File: config.mk
export PLATFORM = sky130hd
export DESIGN_NAME = stream_fifo
export DESIGN_NICKNAME = d
export VERILOG_FILES = /design/src/rtl/fifo_pkg.sv /design/src/rtl/fifo_dpram.sv /design/src/rtl/stream_fifo.sv
export SDC_FILE = /design/constraint.sdc
export NUM_CORES = 1
export LEC_CHECK = 0
export CAP_MARGIN = 10
export CELL_PAD_IN_SITES_DETAIL_PLACEMENT = 0
export CELL_PAD_IN_SITES_GLOBAL_PLACEMENT = 1
export CORE_ASPECT_RATIO = 0.75
export CORE_MARGIN = 5
export CORE_UTILIZATION = 32
export CTS_CLUSTER_SIZE = 16
export DETAILED_ROUTE_END_ITERATION = 6
export PLACE_DENSITY_LB_ADDON = 0.15
export REMOVE_ABC_BUFFERS = 1
export SLEW_MARGIN = 30
export SYNTH_ARGS = -nofsm -noshare
export SYNTH_HDL_FRONTEND = slang
export SYNTH_SLANG_ARGS = --single-unit
File: constraint.sdc
create_clock -name clk -period 7.45 [get_ports clk]
set_input_delay 0.745 -clock clk [delete_from_list [all_inputs] [get_ports clk]]
set_output_delay 0.745 -clock clk [all_outputs]
set_load 0.01 [all_outputs]
File: src/rtl/fifo_pkg.sv
// rtl/fifo_pkg.sv - Shared FIFO mode constants and pointer sizing helper
package fifo_pkg;

  localparam int FWFT_OFF = 0;
  localparam int FWFT_ON  = 1;

  // One extra MSB distinguishes full from empty when the low bits match.
  function automatic int ptr_width(input int depth);
    return $clog2(depth) + 1;
  endfunction

endpackage

File: src/rtl/fifo_dpram.sv
// rtl/fifo_dpram.sv - FIFO storage: one synchronous write port, one asynchronous read port
module fifo_dpram #(
  parameter int DEPTH = 16,
  parameter int WIDTH = 32,
  parameter int AW    = 4
) (
  input  logic             clk_i,
  input  logic             we_i,
  input  logic [AW-1:0]    waddr_i,
  input  logic [WIDTH-1:0] wdata_i,
  input  logic [AW-1:0]    raddr_i,
  output logic [WIDTH-1:0] rdata_o
);

  logic [WIDTH-1:0] mem_q [DEPTH];

  always_ff @(posedge clk_i) begin
    if (we_i) begin
      mem_q[waddr_i] <= wdata_i;
    end
  end

  assign rdata_o = mem_q[raddr_i];

endmodule

File: src/rtl/stream_fifo.sv
// rtl/stream_fifo.sv - Synchronous FIFO with registered or first-word-fall-through read
module stream_fifo
  import fifo_pkg::*;
#(
  parameter int DEPTH    = 16,
  parameter int WIDTH    = 32,
  parameter int FWFT     = FWFT_OFF,
  parameter int AF_LEVEL = DEPTH - 2,
  parameter int AE_LEVEL = 2
) (
  input  logic                      clk,
  input  logic                      rst,
  input  logic                      write_en,
  input  logic [WIDTH-1:0]          w_data,
  input  logic                      read_en,
  input  logic                      clr_err,
  output logic signed [WIDTH-1:0]   r_data,
  output logic                      r_valid,
  output logic                      full,
  output logic                      empty,
  output logic                      almost_full,
  output logic                      almost_empty,
  output logic [$clog2(DEPTH):0]    count,
  output logic                      overflow,
  output logic                      underflow
);

  localparam int PW = ptr_width(DEPTH);
  localparam int AW = PW - 1;

  logic [PW-1:0]    wr_ptr_q, wr_ptr_d;
  logic [PW-1:0]    rd_ptr_q, rd_ptr_d;
  logic             ovf_q, ovf_d;
  logic             udf_q, udf_d;
  logic             rd_acc, wr_acc;
  logic [WIDTH-1:0] head_data;

  assign empty  = (wr_ptr_q == rd_ptr_q);
  assign full   = (wr_ptr_q[PW-1] != rd_ptr_q[PW-1]) && (wr_ptr_q[AW-1:0] == rd_ptr_q[AW-1:0]);
  assign rd_acc = read_en && !empty;
  // A full FIFO still takes a write when a pop frees the slot in the same cycle.
  assign wr_acc = write_en && (!full || rd_acc);

  assign count        = wr_ptr_q - rd_ptr_q;
  assign almost_full  = (count >= PW'(AF_LEVEL));
  assign almost_empty = (count <= PW'(AE_LEVEL));

  always_comb begin
    wr_ptr_d = wr_ptr_q + PW'(wr_acc);
    rd_ptr_d = rd_ptr_q + PW'(rd_acc);
    ovf_d    = (write_en && !wr_acc) || (ovf_q && !clr_err);
    udf_d    = (read_en && !rd_acc) || (udf_q && !clr_err);
  end

  always_ff @(posedge clk or negedge rst) begin
    if (!rst) begin
      wr_ptr_q <= '0;
      rd_ptr_q <= '0;
      ovf_q    <= 1'b0;
      udf_q    <= 1'b0;
    end else begin
      wr_ptr_q <= wr_ptr_d;
      rd_ptr_q <= rd_ptr_d;
      ovf_q    <= ovf_d;
      udf_q    <= udf_d;
    end
  end

  assign overflow  = ovf_q;
  assign underflow = udf_q;

  fifo_dpram #(
    .DEPTH (DEPTH),
    .WIDTH (WIDTH),
    .AW    (AW)
  ) u_mem (
    .clk_i   (clk),
    .we_i    (wr_acc),
    .waddr_i (wr_ptr_q[AW-1:0]),
    .wdata_i (w_data),
    .raddr_i (rd_ptr_q[AW-1:0]),
    .rdata_o (head_data)
  );

  if (FWFT == FWFT_ON) begin : g_fwft
    // Head is forced to zero while empty so reset and idle outputs are defined.
    assign r_data  = empty ? '0 : $signed(head_data);
    assign r_valid = !empty;
  end else begin : g_reg
    logic [WIDTH-1:0] r_data_q, r_data_d;
    logic             r_valid_q;

    always_comb begin
      r_data_d = rd_acc ? head_data : r_data_q;
    end

    always_ff @(posedge clk or negedge rst) begin
      if (!rst) begin
        r_data_q  <= '0;
        r_valid_q <= 1'b0;
      end else begin
        r_data_q  <= r_data_d;
        r_valid_q <= rd_acc;
      end
    end

    assign r_data  = $signed(r_data_q);
    assign r_valid = r_valid_q;
  end

endmodule
==> impl_metrics.ini <==
[grt]
grt.total_usage = 0.145
antenna_found_initial = 0
grt_use_met1 = 0.208
grt_busiest_layer = met2
grt_pass1_vias = 10505
met3_usage = 0.0236
grt_pass1_wl_um = 75400
grtUsageMet2 = 0.236
grt-ovfl-total = 0
grt_start_max_net_pins = 106

[floorplan]
dieArea_um2 = 71200
coreArea_um2 = 65300
start_util = 0.323
io_pins = 81
die_h_um = 232
rows = 81
die_w_um = 306

[finish]
design_area_um2 = 24800
n_antenna_cell = 0
final_common_cell = edfxtp_1
finish.utilization = 0.380
layout-drive-gt1-share = 0.255
final_nets = 1097
most-common-layout-cells = edfxtp_1, mux4_2, clkdlybuf4s50_1
syn2layout_area_growth_pct = 17.7

[timing]
drv_slew = 0
slew_headroom = 0.361
hold_violations = 0
fin_crit_ns = 4.20
rsz0062_at_grt = no
setup_slack_ns = 3.25
finalSetupViolCount = 0
worst_pin_slew_ns = 0.958
skew_ns = 0.0217
timing.final.crit_share = 0.563
tns_ns = 0
fmax_ghz = 0.238

[clocking]
ctsHoldBuffers = 0
numCtsBuffers = 55
cts_tree = yes
path_clk_slew_ns = 0.06
clockBufferDepth = 3
post_cts_resized = 0
root_buffer = clkbuf_16
htreeDepth = 2
cts_setup_buffers = 0
cts_sinks = 557
clk_latency_ns = 0.60

[run]
cap_violations = 0

[setup_path]
end_kind = primary output
cp.required_ns = 6.70
worstSetupStartpointType = register
crit_fanout = 35
reg2regPathDepth = 6
worst_ep_arrival_time_ns = 3.45
crit_type = reg2out

[detailed_routing]
first_pass_iters = 5
vias_per_cell = 4.95
wl_um = 51500
vias = 9745
drc = 0
drtIter0Drc = 588
routedWlPerCell_um = 26.2
ant_nets = 0

[synth]
synth_edf_count = 512
synth-async-reset-ratio = 0.0808
synth_flop_cell = edfxtp_1
postSynthRegisterBits = 557
syn_inst = 938
synthDistinctLibCells = 33
syn_area_um2 = 21100
yosysWarnings = 0
synth_seq_area_share = 0.782
syn_avg_cell_area_um2 = 22.5

[power]
p_per_area_nw_per_um2 = 389
leakagePower_nw = 7.75
peakVddDrop_mv = 0.185

[hold_path]
hp-class = in2async

[placement]
postPlaceCellArea_um2 = 23100
gp_congestion = 0.688
place_ws_ns = 3.80
portBuffers = 80
hpwl_um = 27800

[status]
status = completed
==> power breakdown <==
part           leakage (nW)  total, mW  internal [mW]  switching [mW]
clock network         0.830       2.67           1.51            1.17
registers              5.13       4.08           3.83           0.249
logic                  1.79       2.90           1.39            1.52
total                  7.75       9.66           6.72            2.93
==> per-stage QoR <==
stage               cells  hold WS [ns]  power, mW
global placement     1861         0.492       7.11
global route         1967         0.397       10.2
CTS                  1965         0.363       9.82
detailed placement   1863         0.498       7.13
floorplan             888         0.449       6.06
finish               1967         0.356       9.66
==> Yosys cell counts (8+ instances only) <==
library cell,count,area [um^2]
dfrtp_1,45,1130
ha_1,8,100
nor2_1,14,52.6
mux2_2,32,360
mux4_2,128,2880
o22ai_1,64,400
buf_2,13,65.1
a21oi_1,33,165
buf_6,10,113
clkbuf_1,25,93.8
edfxtp_1,512,15400
==> worst max-delay path, stage by stage (launching register included) <==
cell and delay, ns:
dfrtp_1 0.44, inv_2 0.07, buf_4 0.54, ha_1 0.35, nor2b_1 0.13, o21a_1 0.17, or3_1 0.35, a211oi_1 0.24
clkdlybuf4s50_1 0.57
==> state kept, by name, summed over array words and instances, names as in the netlist <==
name,count
overflow,1
r_data,32
r_valid,1
rd_ptr_q,5
u_mem.mem_q,512
underflow,1
wr_ptr_q,5
==> path summary, 6_finish.rpt <==
path | start | end | slack (ns)
worst min register to register | underflow | underflow | 0.52
worst max-delay path | rd_ptr_q[1] | almost_empty | 3.25
max in group asynchronous | rst | rd_ptr_q[3] | 6.43
worst min-delay path | rst | r_data[11] | 0.36
min in group clk | underflow | underflow | 0.52
worst max register to register | rd_ptr_q[3] | r_data[10] | 4.04
==> cells by family (layout without fill, tap and decap cells) <==
kind of cell               count (synthesis)  after routing  synth area share
and+or+nand+nor                           36             36           0.00801
xor gates and xnor gates                  10             10           0.00415
adders and majority gates                  9              9           0.00570
buffers and inverters                     58            216            0.0150
DFF                                      557            557             0.782
muxes                                    160            160             0.154
AOI/OAI and AO/OA                        108            108            0.0309
==> area by class of cell <==
type,instances,area (um^2)
multi-input cells,323,4400
clock inverters,20,203
repair buffers,106,1080
flip-flops and latches,557,16500
fillers,5920,40500
well taps,871,1090
clock buffers,82,1510
inverters,8,30.0
==> metal layers <==
layer,wire [um],vias to the layer above
li1,-,4201
met1,24300,5310
met2,24400,179
met3,2030,55
met4,764,0
met5,0,-
(Power assumes the default switching activity.)
